`src/rtl/router_pkg.sv`:
```
// Shared definitions for the 1xN router control path: state encodings used by
// the FSM, the register block and monitors, plus a small width helper.
package router_pkg;

    // State register width; every block that decodes router states uses this.
    localparam int STATE_W = 4;

    typedef logic [STATE_W-1:0] router_state_t;

    // Router FSM state encodings.
    localparam logic [3:0] DECODE_ADDRESS     = 4'd0;
    localparam logic [3:0] LOAD_FIRST_DATA    = 4'd1;
    localparam logic [3:0] LOAD_DATA          = 4'd2;
    localparam logic [3:0] LOAD_PARITY        = 4'd3;
    localparam logic [3:0] FIFO_FULL_STATE    = 4'd4;
    localparam logic [3:0] LOAD_AFTER_FULL    = 4'd5;
    localparam logic [3:0] WAIT_TILL_EMPTY    = 4'd6;
    localparam logic [3:0] CHECK_PARITY_ERROR = 4'd7;
    localparam logic [3:0] DROP_PACKET        = 4'd8;

    // Ceiling log2, with a floor of 1 so it can size a one-entry field.
    function automatic int clog2(input int value);
        int result;
        result = 1;
        while ((1 << result) < value) begin
            result = result + 1;
        end
        return result;
    endfunction

endpackage : router_pkg

```
`src/rtl/router_wait_timer.sv`:
```
// Counts the cycles the router spends in WAIT_TILL_EMPTY.
// Clear has priority over enable. The count saturates at all-ones and never wraps.
// o_terminal is high on the last permitted wait cycle. It stays low when TIMEOUT is 0.
module router_wait_timer #(
    parameter int TMR_W   = 16,
    parameter int TIMEOUT = 0
) (
    input  logic clock,
    input  logic resetn,
    input  logic i_clear,
    input  logic i_enable,
    output logic o_terminal
);

    // The last wait cycle is when the count reaches TIMEOUT-1.
    // With TIMEOUT 0 this value is unused.
    localparam logic [TMR_W-1:0] TERMINAL_COUNT =
        (TIMEOUT == 0) ? '0 : TMR_W'(TIMEOUT - 1);

    logic [TMR_W-1:0] r_count;
    logic             w_saturated;

    assign w_saturated = (r_count == {TMR_W{1'b1}});

    // Wait counter: clear wins, then count up unless already at the ceiling.
    always_ff @(posedge clock) begin
        if (!resetn) begin
            r_count <= '0;
        end else if (i_clear) begin
            r_count <= '0;
        end else if (i_enable && !w_saturated) begin
            r_count <= r_count + 1'b1;
        end
    end

    assign o_terminal = (TIMEOUT != 0) && (r_count == TERMINAL_COUNT);

endmodule : router_wait_timer

```
`src/rtl/router_fsm_nport.sv`:
```
// Control FSM for a 1xN router with NUM_PORTS output FIFOs.
// The header address is latched when the packet starts. Headers with an
// out-of-range address are dropped. WAIT_TILL_EMPTY can time out.
// A soft reset of the selected FIFO aborts the packet in flight.
// All strobes are Moore decodes of the state register.
module router_fsm_nport
    import router_pkg::*;
#(
    parameter int NUM_PORTS    = 3,
    parameter int ADDR_W       = 2,
    parameter int WAIT_TIMEOUT = 0,
    parameter int TMR_W        = 16
) (
    input  logic                 clock,
    input  logic                 resetn,
    input  logic                 pkt_valid,
    input  logic [ADDR_W-1:0]    data_in,
    input  logic                 fifo_full,
    input  logic [NUM_PORTS-1:0] fifo_empty,
    input  logic [NUM_PORTS-1:0] soft_reset,
    input  logic                 parity_done,
    input  logic                 low_packet_valid,
    output logic                 detect_add,
    output logic                 lfd_state,
    output logic                 ld_state,
    output logic                 laf_state,
    output logic                 full_state,
    output logic                 rst_int_reg,
    output logic                 write_enb_reg,
    output logic                 busy,
    output logic                 drop_state,
    output logic [NUM_PORTS-1:0] dest_sel,
    output logic                 wait_timeout
);

    router_state_t          r_state;
    router_state_t          w_next;
    logic [ADDR_W-1:0]      r_addr;
    logic                   r_waitTimeout;

    logic [NUM_PORTS-1:0]   w_addrHot;
    logic [NUM_PORTS-1:0]   w_dinHot;
    logic                   w_addrOk;
    logic                   w_emptyDin;
    logic                   w_emptySel;
    logic                   w_softSel;
    logic                   w_abort;
    logic                   w_terminal;
    logic                   w_timeoutNow;
    logic                   w_stayWait;

    // One-hot decodes of the latched and the live address. An address with no
    // matching port yields all zeros, so no vector is indexed out of range.
    always_comb begin
        w_addrHot = '0;
        w_dinHot  = '0;
        for (int i = 0; i < NUM_PORTS; i++) begin
            w_addrHot[i] = (r_addr  == ADDR_W'(i));
            w_dinHot[i]  = (data_in == ADDR_W'(i));
        end
    end

    assign w_addrOk   = |w_dinHot;
    assign w_emptyDin = |(fifo_empty & w_dinHot);
    assign w_emptySel = |(fifo_empty & w_addrHot);
    assign w_softSel  = |(soft_reset & w_addrHot);

    // A soft reset only aborts a packet that is actually using the selected port.
    assign w_abort = w_softSel &&
                     (r_state != DECODE_ADDRESS) &&
                     (r_state != DROP_PACKET);

    // Next-state logic. A soft-reset abort overrides every other transition,
    // including a WAIT timeout that lands on the same cycle.
    always_comb begin
        w_next       = DECODE_ADDRESS;
        w_timeoutNow = 1'b0;
        case (r_state)
            DECODE_ADDRESS: begin
                if (pkt_valid && !w_addrOk)
                    w_next = DROP_PACKET;
                else if (pkt_valid && w_emptyDin)
                    w_next = LOAD_FIRST_DATA;
                else if (pkt_valid)
                    w_next = WAIT_TILL_EMPTY;
                else
                    w_next = DECODE_ADDRESS;
            end
            WAIT_TILL_EMPTY: begin
                if (w_terminal) begin
                    w_next       = DECODE_ADDRESS;
                    w_timeoutNow = 1'b1;
                end else if (w_emptySel) begin
                    w_next = LOAD_FIRST_DATA;
                end else begin
                    w_next = WAIT_TILL_EMPTY;
                end
            end
            LOAD_FIRST_DATA: begin
                w_next = LOAD_DATA;
            end
            LOAD_DATA: begin
                if (fifo_full)
                    w_next = FIFO_FULL_STATE;
                else if (!pkt_valid)
                    w_next = LOAD_PARITY;
                else
                    w_next = LOAD_DATA;
            end
            FIFO_FULL_STATE: begin
                if (!fifo_full)
                    w_next = LOAD_AFTER_FULL;
                else
                    w_next = FIFO_FULL_STATE;
            end
            LOAD_AFTER_FULL: begin
                if (parity_done)
                    w_next = DECODE_ADDRESS;
                else if (low_packet_valid)
                    w_next = LOAD_PARITY;
                else
                    w_next = LOAD_DATA;
            end
            LOAD_PARITY: begin
                w_next = CHECK_PARITY_ERROR;
            end
            CHECK_PARITY_ERROR: begin
                if (fifo_full)
                    w_next = FIFO_FULL_STATE;
                else
                    w_next = DECODE_ADDRESS;
            end
            DROP_PACKET: begin
                if (!pkt_valid)
                    w_next = DECODE_ADDRESS;
                else
                    w_next = DROP_PACKET;
            end
            default: begin
                w_next = DECODE_ADDRESS;
            end
        endcase

        if (w_abort) begin
            w_next       = DECODE_ADDRESS;
            w_timeoutNow = 1'b0;
        end
    end

    // The timer counts only while the FSM remains in WAIT_TILL_EMPTY.
    // Any exit clears it, so the next wait starts from zero.
    assign w_stayWait = (r_state == WAIT_TILL_EMPTY) && (w_next == WAIT_TILL_EMPTY);

    router_wait_timer #(
        .TMR_W   (TMR_W),
        .TIMEOUT (WAIT_TIMEOUT)
    ) u_waitTimer (
        .clock      (clock),
        .resetn     (resetn),
        .i_clear    (!w_stayWait),
        .i_enable   (w_stayWait),
        .o_terminal (w_terminal)
    );

    // State register. Reset always returns to address decode.
    always_ff @(posedge clock) begin
        if (!resetn) begin
            r_state <= DECODE_ADDRESS;
        end else begin
            r_state <= w_next;
        end
    end

    // Latch the header address once the packet starts.
    // Later decisions never look at live data_in.
    always_ff @(posedge clock) begin
        if (!resetn) begin
            r_addr <= '0;
        end else if ((r_state == DECODE_ADDRESS) && pkt_valid) begin
            r_addr <= data_in;
        end
    end

    // Registered single-cycle pulse that reports a WAIT timeout abort.
    always_ff @(posedge clock) begin
        if (!resetn) begin
            r_waitTimeout <= 1'b0;
        end else begin
            r_waitTimeout <= w_timeoutNow;
        end
    end

    assign detect_add    = (r_state == DECODE_ADDRESS);
    assign lfd_state     = (r_state == LOAD_FIRST_DATA);
    assign ld_state      = (r_state == LOAD_DATA);
    assign laf_state     = (r_state == LOAD_AFTER_FULL);
    assign full_state    = (r_state == FIFO_FULL_STATE);
    assign rst_int_reg   = (r_state == CHECK_PARITY_ERROR);
    assign drop_state    = (r_state == DROP_PACKET);
    assign write_enb_reg = (r_state == LOAD_DATA) ||
                           (r_state == LOAD_PARITY) ||
                           (r_state == LOAD_AFTER_FULL);
    assign busy          = !((r_state == DECODE_ADDRESS) ||
                             (r_state == LOAD_DATA) ||
                             (r_state == DROP_PACKET));
    assign dest_sel      = ((r_state == DECODE_ADDRESS) || (r_state == DROP_PACKET))
                           ? '0 : w_addrHot;
    assign wait_timeout  = r_waitTimeout;

endmodule : router_fsm_nport

```
`config.mk`:
```
export PLATFORM = sky130hd
export DESIGN_NAME = router_fsm_nport
export DESIGN_NICKNAME = d
export VERILOG_FILES = /design/src/rtl/router_pkg.sv /design/src/rtl/router_wait_timer.sv /design/src/rtl/router_fsm_nport.sv
export SDC_FILE = /design/constraint.sdc
export NUM_CORES = 1
export LEC_CHECK = 0
export ABC_AREA = 1
export CAP_MARGIN = 20
export CORE_UTILIZATION = 42
export DETAILED_ROUTE_END_ITERATION = 8
export PLACE_DENSITY = 0.75
export SLEW_MARGIN = 20
export SYNTH_ARGS = -nofsm -noshare
export SYNTH_HDL_FRONTEND = slang
export SYNTH_HIERARCHICAL = 1
export SYNTH_SLANG_ARGS = --single-unit
```
`constraint.sdc`:
```
create_clock -name clock -period 1.47 [get_ports clock]
set_input_delay 0.441 -clock clock [delete_from_list [all_inputs] [get_ports clock]]
set_output_delay 0.441 -clock clock [all_outputs]
set_load 0.02 [all_outputs]
```
After elaboration in Yosys (flattened, before gate mapping)
Cells that the tools add are included.
W data, S select, Z words.
Storage, ports and cells
  flip-flop bits (word level): 6
  bits of input ports: 14
  output and inout bits: 13
  logic and storage cells: 53
Cells by class
  equal/unequal tests: 13
  multiplexer cells: 13
  bitwise gates (word level): 4
  reductions and logical operators: 21
Operators by type and width (number)
  $pmux W4 S9: 1
  $mux W3: 6
  $eq A4 B3 Y1 const B: 4
  $reduce_or A3 Y1: 4
  $and A3 B3 Y3: 3
  $eq A4 B2 Y1 const B: 2
  $mux W4: 2
  $logic_and A1 B1 Y1: 5
  $logic_or A1 B1 Y1: 5
  $eq A2 B1 Y1 const B: 2
  $eq A2 B2 Y1 const B: 2
  $eq A4 B1 Y1 const B: 1
  $eq A4 B4 Y1 const B: 1
  $logic_not A2 Y1: 2
  $logic_not A4 Y1: 1
  $ne A4 B4 Y1 const B: 1
  $reduce_bool A4 Y1: 1
  $mux W1: 3
  $logic_not A1 Y1: 2
  $mux W2: 1
  $reduce_or A2 Y1: 1
  $not A1 Y1: 1

Longest topological paths before layout
Gate-level depths: netlist (run 1).
  word-level depth: 7
  gate-level depth with buffers: 8

Cells and area by module
The synthesis (run 1) kept the hierarchy.
Modules (own cells, without submodules)
  router_fsm_nport: times used 1, cells an instance 119, area an instance 671.9 um^2, seq. area each 140.1 um^2
  router_wait_timer: times used 1, cells an instance 2, area an instance 11.3 um^2, seq. area each 0.0 um^2

Worst setup path after synthesis (run 1)
Ideal clock, no wire load.
  path type: reg2out
  start: register r_state[0]
  end: output dest_sel[0]
  arrival time: 1.233 ns
  required time: 1.029 ns
  path slack: -0.204 ns
  stages on the path, launching flop included: 5
  path buffers: 0
  path through: dfxtp_1 -> nor2_4 -> nand2_1 -> inv_1 -> nor3_1
Between the ends
  word-level cells in the longest chain between the ends: 3
  elaborated cells between the ends (all ways): 4
  those cells by class: eq/ne: 1; mux: 1; reduce/logical: 2
RTL lines
  from (decl): line router_fsm_nport.sv:36  | router_state_t r_state;
  from (signal assigned): line router_fsm_nport.sv:170  | r_state <= w_next;
  $eq A4 B4 Y1 / $logic_not A4 Y1 (equally long branches): line router_fsm_nport.sv:206  | assign dest_sel = ((r_state == DECODE_ADDRESS) || (r_state == DROP_PACKET))
  $logic_or A1 B1 Y1 *: line router_fsm_nport.sv:206
  $mux W3 *: line router_fsm_nport.sv:207  | ? '0 : w_addrHot;
  to (decl): line router_fsm_nport.sv:32  | output logic [NUM_PORTS-1:0] dest_sel,
Mark *: on every way between the ends. The rest lies on a longest branch, timed or not.

Worst setup path in the final report (run 1)
  start: register r_state[0]
  end: output drop_state
Between the ends
  word-level cells in the longest chain between the ends: 1
RTL lines
  $eq A4 B4 Y1: line router_fsm_nport.sv:199  | assign drop_state = (r_state == DROP_PACKET);
  to (decl): line router_fsm_nport.sv:31  | output logic drop_state,
No other way between the ends.

==> results by stage, run 1 <==
Clocking:
- After clock tree synthesis, the clock-pin slew on the worst setup and hold paths is 70 ps.
- The number of levels in the clock H-tree is 1.
- The TritonCTS clock tree is built.
- The TritonCTS sink count is 7.
- The later pin in the worst-skew pair is clocked with a latency of 280 ps.
- TritonCTS created 3 clock buffers.
- CTS placed an instance of sky130_fd_sc_hd__clkbuf_4 at the clock tree root.
- The maximum buffer depth of the clock tree is 2.

Layout:
- Summing all flip-flop and latch instances after layout gives 151 µm².
- The area growth from synthesis to layout is 96.0%.
- The footprint of the multi-input gates is 531 µm².
- Excluding fillers, the count of instances in the completed layout stands at 189.
- The final instance area is 1300 µm².
- The number of antenna diodes in the final layout is 0.
- For this run, the post-layout net count is 189.
- The filler cells instantiated in the layout total 48.
- The share of final-layout standard cells stronger than drive strength 1 is 0.489.

Route:
- The sum of routed wire length over all layers is 3230 µm.
- Dividing the detail-routed wire length by the instance count gives 17.1 µm.
- The residual DRC count is 0.
- The initial DRC count is 60.
- The final antenna-violating net count is 0.
- In the routed layout, each cell is associated on average with a via count of 5.62.
- Before antenna repair, the detailed router went through 4 iterations.
- The via count of the routed design is 1063.

GRT:
- The first global-routing pass estimated 4040 µm of wire.
- Global routing finished with a remaining overflow of 0.
- The initial antenna violation count is 0.
- The via count of the first global-routing pass is 959.
- The overall fraction of global-route tracks in use is 0.301.
- The largest net degree at the start of global routing is 6.

Die:
- The floorplan die height is 41.8 µm.
- The number of top-level pins is 27.
- The site row count is 13.
- The die footprint is 1740 µm².
- The total area inside the core boundary comes to 1380 µm².
- The initial core utilization is 0.481.
- From left edge to right edge, the die measures 41.8 µm.

Hold path:
- The class of the most critical hold timing path is register to register.

STA:
- The worst clock skew on the final layout is 5.41 ps.
- The worst path in the final design needs a cycle of 1690 ps, including I/O delays and setup.
- The number of hold-slack violations in the final timing report is 0.
- Setup violations remaining at the end of the flow were counted as 14.
- The post-layout worst setup margin is -224 ps.
- The share of the cycle needed by the critical path after routing is 1.15.
- The number of max-slew violations in the final report is 0.
- For this run, the top clock speed supported by timing is 590 MHz.
- Setup repair after global routing could not meet its margin everywhere.

Synth:
- For this run, the number of Yosys warnings is 6.
- The synthesized netlist occupies a cell area of 664 µm².
- The post-synthesis average cell area is 5.68 µm².
- The number of nets in the synthesized netlist is 131.
- After technology mapping, the gate count stands at 117.

Critical path:
- The signal on the critical path passes through nor2_4 -> nand2_2 -> buf_6 -> nor2_4 -> buf_6.
- The worst setup path is captured at a primary output.
- The maximum net fanout on the critical path is 5.
- For the worst setup path, the data required time is 1030 ps.
- The slowest stage of the critical path belongs to the cell sky130_fd_sc_hd__dfxtp_4.
- Data arrives at the worst endpoint at 1250 ps.
- In this design, the stage delay of the slowest critical-path cell is 380 ps.
- By startpoint and endpoint, the worst setup path is classified as register to primary output.
- The kind of start point of the critical path is a register.

Placement:
- Before CTS, the worst setup slack after placement is -426 ps.
- The post-detailed-placement cell area is 1120 µm².
- In this run, placement finished with an instance count of 178.
- The final HPWL from detailed placement is 1660 µm.
- Input and output buffers added on the ports amount to 26.
- Routability-driven placement finished with a final weighted congestion of 0.842.

Pwr:
- The reported leakage power is 0.689 nW.
- For this design the ratio of total power to cell area is 1800 nW/µm².
- The worst ir drop on vdd is 1.08 mV.

Run status:
- The checks that failed: setup timing.
- The flow ran to the end, but the final reports show violations.

Flow run:
- Max-cap violations in this run came to 0.
worst max-delay path: cells and delay by family (launching register included):
family,cells,cell delay [ps]
AND/OR/NAND/NOR,3,340
flip-flops,1,380
buffers and inverters,2,260
timing repair:
item,4_1_cts,5_1_grt
endpoints found under the setup margin,13,14
buffers inserted,5,3
hold buffers,0,0
gates resized for setup,88,24
pin swaps,5,6
area by class of cell:
type	instances	share of cell area
clock buffer	3	0.0173
clock inverter	1	0.00384
inverter	22	0.0672
multi-input combinational	87	0.407
sequential	7	0.116
tap	15	0.0144
timing repair buffer	54	0.374
registers in the layout, summed over array words and instances, names as in the netlist:
register and count:
r_state 4, r_addr 2, wait_timeout 1
power by group:
| part | internal (mW) | total [mW] | switching [mW] |
|---|---|---|---|
| combinational | 0.806 | 1.80 | 0.996 |
| sequential | 0.251 | 0.335 | 0.0837 |
| clock | 0.101 | 0.208 | 0.108 |
| total | 1.16 | 2.35 | 1.19 |
worst paths after layout:
path	from	endpoint	slack (ps)	depth (start not counted)
max	r_state[0]$_SDFF_PN0_	drop_state	-220	5
min	r_addr[1]$_SDFFE_PN0P_	r_addr[1]$_SDFFE_PN0P_	650	3
max reg2reg	r_state[1]$_SDFF_PN0_	r_state[0]$_SDFF_PN0_	-50	10
min reg2reg	r_addr[1]$_SDFFE_PN0P_	r_addr[1]$_SDFFE_PN0P_	650	3
per-layer routing:
metal | vias up | track usage | wire, µm
li1 | 480 | - | -
met1 | 492 | 0.368 | 1280
met2 | 72 | 0.513 | 1550
met3 | 19 | 0.0304 | 235
met4 | 0 | 0.155 | 163
met5 | - | 0 | 0
stage by stage:
step	hold slack, ps	util	setup TNS, ps	total power [mW]
finish	648	0.942	-2040	2.35
global placement	658	0.808	-4690	1.59
detailed placement	672	0.808	-5190	1.60
global route	695	0.942	-2570	2.44
CTS	636	0.870	-1060	1.93
floorplan	568	-	-102	0.989
placed cells by master (no fill, tap or decap), drive strengths merged:
cell	n
or2	1
nand3	15
dlygate4sd2	2
dfxtp	7
conb	1
clkbuf	3
buf	40
nand4	2
o21ai	4
a21oi	4
nand3b	2
nor2	24
clkdlybuf4s50	12
nand2	29
clkinv	2
nor3	3
a211oi	1
inv	21
a22oi	1
(Power assumes the default switching activity.)
==> inputs of run 2 (changes only) <==
Settings changed: GPL_ROUTABILITY_DRIVEN from default to 1.
==> results of run 2 <==
The final DEF is identical to that of run 1; final timing and power are the same.
==> inputs of run 3 (changes only) <==
--- a/config.mk
+++ b/config.mk
@@ -18 +18,2 @@
 export SYNTH_SLANG_ARGS = --single-unit
+export TNS_END_PERCENT = 1
--- a/constraint.sdc
+++ b/constraint.sdc
@@ -3,2 +3,2 @@
 set_output_delay 0.441 -clock clock [all_outputs]
-set_load 0.02 [all_outputs]
+set_load 0.005 [all_outputs]
==> run 3 against run 2 <==
Register-to-register slack better by 80 ps. Critical path depth did not move. Worst setup slack improved by 98 ps. The run still ends with setup timing left. Cell count down 2.6%. Hold slack lost 13 ps. Via count decreased by 17%. Utilization shrank 10 points. Sequential power down 5%. Largest power group unchanged.
==> results by stage, run 3 (synthesis results as in run 1) <==
STA:
- The number of max-slew violations in the final report is 0 (unchanged).
- Setup repair after global routing could not meet its margin everywhere.
- The number of setup violations in the final report is 12 (-2).
- The share of the cycle needed by the critical path after routing is 1.09 (-0.0666).
- The highest clock rate is 626 MHz (+6.1%).
- The final hold slack is 635 ps (-12.7 ps).
- The number of hold-slack violations in the final timing report is 0 (unchanged).
- The post-layout worst setup margin came to -126 ps (+97.9 ps).
- The final critical path time including I/O delays and setup is 1600 ps (-97.9 ps).
- The worst clock skew on the final layout is 13.8 ps (+8.35 ps).

Die:
- The site row count is 13 (unchanged).
- The die footprint was 1740 µm² (unchanged).
- The core region area was 1380 µm² (unchanged).
- The floorplan die width came to 41.8 µm (unchanged).
- The initial core utilization came to 0.481 (unchanged).
- The floorplan die height was 41.8 µm (unchanged).
- The number of top-level pins is 27 (unchanged).

Layout:
- The final instance area was 1160 µm² (-11%).
- The number of nets at the end of the flow is 184 (-2.6%).
- The share of final-layout standard cells stronger than drive strength 1 is 0.426 (-0.0625).
- The register ranked first by flip-flop count is r_state.
- The layout overhead on the synthesized area is 75.1%.
- The filler cell count came to 101 (+110%).
- The number of flip-flops under the largest register name is 4 (unchanged).
- The number of diodes added for antenna fixing came to 0 (unchanged).
- The library cell used most frequently in the layout, excluding fill and tap cells, is sky130_fd_sc_hd__nand2_1.
- Leaving out fill and tap cells, the most frequent cells in the layout are sky130_fd_sc_hd__nand2_1, sky130_fd_sc_hd__buf_4, sky130_fd_sc_hd__inv_1, sky130_fd_sc_hd__nor2_1, sky130_fd_sc_hd__nand3_1.

Critical path:
- The data arrival time of the worst path is 1160 ps (-90 ps).
- The worst setup path is captured at a primary output.
- The kind of start point of the critical path is a register.
- The critical path in this run is classified as register to primary output.
- The maximum net fanout on the critical path is 3 (-2).
- The data required time at the worst endpoint is 1030 ps (about the same).

Clocking:
- The insertion delay of the later-clocked pin in the worst-skew pair is 270 ps (about the same).
- The number of buffers added by the clock tree synthesis step was 3 (unchanged).
- The maximum buffer depth of the clock tree came to 2 (unchanged).
- The clock slew at the register clock pins of the worst setup and hold paths is 60 ps (about the same).
- The TritonCTS clock tree is built.
- The TritonCTS sink count is 7 (unchanged).
- The clock root buffer is sky130_fd_sc_hd__clkbuf_4.
- The number of levels in the clock H-tree is 1 (unchanged).
- The hold buffer count at CTS is 0 (unchanged).

Pwr:
- The power density relative to cell area came to 1520 nW/µm² (-15%).
- The power dissipated by switching net loads came to 0.777 mW (-35%).
- The reported leakage power is 0.634 nW (-8.0%).
- The share of total power consumed by net switching is 0.438 (-0.0677).
- The share of power burned in the clock network was 0.106 (+0.017).
- The internal power summed over all cells came to 0.995 mW (-14%).
- The power share of the sequential group is 0.180 (+0.037).
- The proportion of power drawn by combinational gates is 0.715 (-0.053).
- The worst ir drop on vdd was 0.941 mV (-13%).

Route:
- The number of detailed-routing iterations run before antenna repair came to 4 (unchanged).
- The sum of routed wire length over all layers is 2130 µm (-34%).
- The residual DRC count is 0 (unchanged).
- The initial DRC count is 21 (-65%).
- The via count of the routed design came to 878 (-17%).
- The average wire length per cell after detail routing is 11.6 µm (-32%).
- The ratio of routed vias to standard cells is 4.77 (-15%).
- The final antenna-violating net count was 0 (unchanged).

Placement:
- The routability-driven placement congestion ratio is 0.830 (-1.4%).
- The post-detailed-placement cell area was 1060 µm² (-5.5%).
- The final HPWL from detailed placement is 1570 µm (-5.0%).
- The number of buffers added on ports is 26 (unchanged).

Run status:
- The flow ran to the end, but the final reports show violations.
- The final reports fail on setup timing.

GRT:
- The leftover overflow at the end of global routing is 0 (unchanged).
- The largest net degree at the start of global routing is 6 (unchanged).
- The wire length of the first global-routing pass was 3620 µm (-10%).
- The via count of the first global-routing pass is 853 (-11%).
- The initial antenna violation count is 0 (unchanged).
- The overall fraction of global-route tracks in use is 0.276 (-0.0250).

Flow run:
- The count of max-cap constraint violations came to 0 (unchanged).

Hold path:
- The worst hold path belongs to the class register to register.
run 3: worst paths after layout:
path	start	end	slack (ps)	depth (start not counted)
setup / recovery	r_state[2]$_SDFF_PN0_	write_enb_reg	-130	5
hold / removal	r_state[3]$_SDFF_PN0_	r_state[3]$_SDFF_PN0_	630	2
setup reg to reg	r_state[2]$_SDFF_PN0_	r_state[1]$_SDFF_PN0_	30	11
hold reg to reg	r_state[3]$_SDFF_PN0_	r_state[3]$_SDFF_PN0_	630	2
run 3: stage by stage:
step | power (mW) | instances | utilization | TNS [ps] | worst slack [ps]
2_1_floorplan | 0.810 | 117 | - | 0 | 115
3_3_place_gp | 1.37 | 173 | 0.764 | -3430 | -310
3_5_place_dp | 1.38 | 173 | 0.764 | -3740 | -298
4_1_cts | 1.68 | 182 | 0.816 | -1040 | -124
5_1_grt | 1.92 | 184 | 0.842 | -1760 | -181
6_report | 1.77 | 184 | 0.842 | -1100 | -126
run 3: critical path, stage by stage, from the launching register on:
cell and delay, ps:
sky130_fd_sc_hd__dfxtp_2 340, sky130_fd_sc_hd__buf_6 120, sky130_fd_sc_hd__nor2_4 110, sky130_fd_sc_hd__inv_2 80
sky130_fd_sc_hd__o21ai_1 120, sky130_fd_sc_hd__buf_2 120
run 3: cell type report:
class	instances	area [µm²]	share of cell area
inverter	22	82.6	0.0710
multi-input combinational	87	492	0.423
timing repair buffer	49	394	0.339
sequential	7	150	0.129
clock buffer	4	26.3	0.0226
tap	15	18.8	0.0161
run 3: repair_timing:
action | CTS | global route
cloned | 0 | 0
endpoints found under the setup margin | 14 | 15
buffers inserted | 5 | 2
gates resized for setup | 71 | 9
pin swaps | 4 | 8
run 3: per-layer routing:
| metal | global-route usage | vias up | share of wire |
|---|---|---|---|
| li1 | - | 470 | - |
| met1 | 0.330 | 385 | 0.48 |
| met2 | 0.475 | 18 | 0.48 |
| met3 | 0.0652 | 5 | 0.027 |
| met4 | 0.0968 | 0 | 0.018 |
| met5 | 0 | - | 0 |
run 3: power groups by stage:
stage          logic, mW  clock network, mW  registers, mW
5_1_grt             1.40              0.194          0.327
2_1_floorplan      0.505                  0          0.305
4_1_cts             1.18              0.186          0.312
3_5_place_dp        1.08                  0          0.299
3_3_place_gp        1.08                  0          0.296
6_report            1.27              0.187          0.318
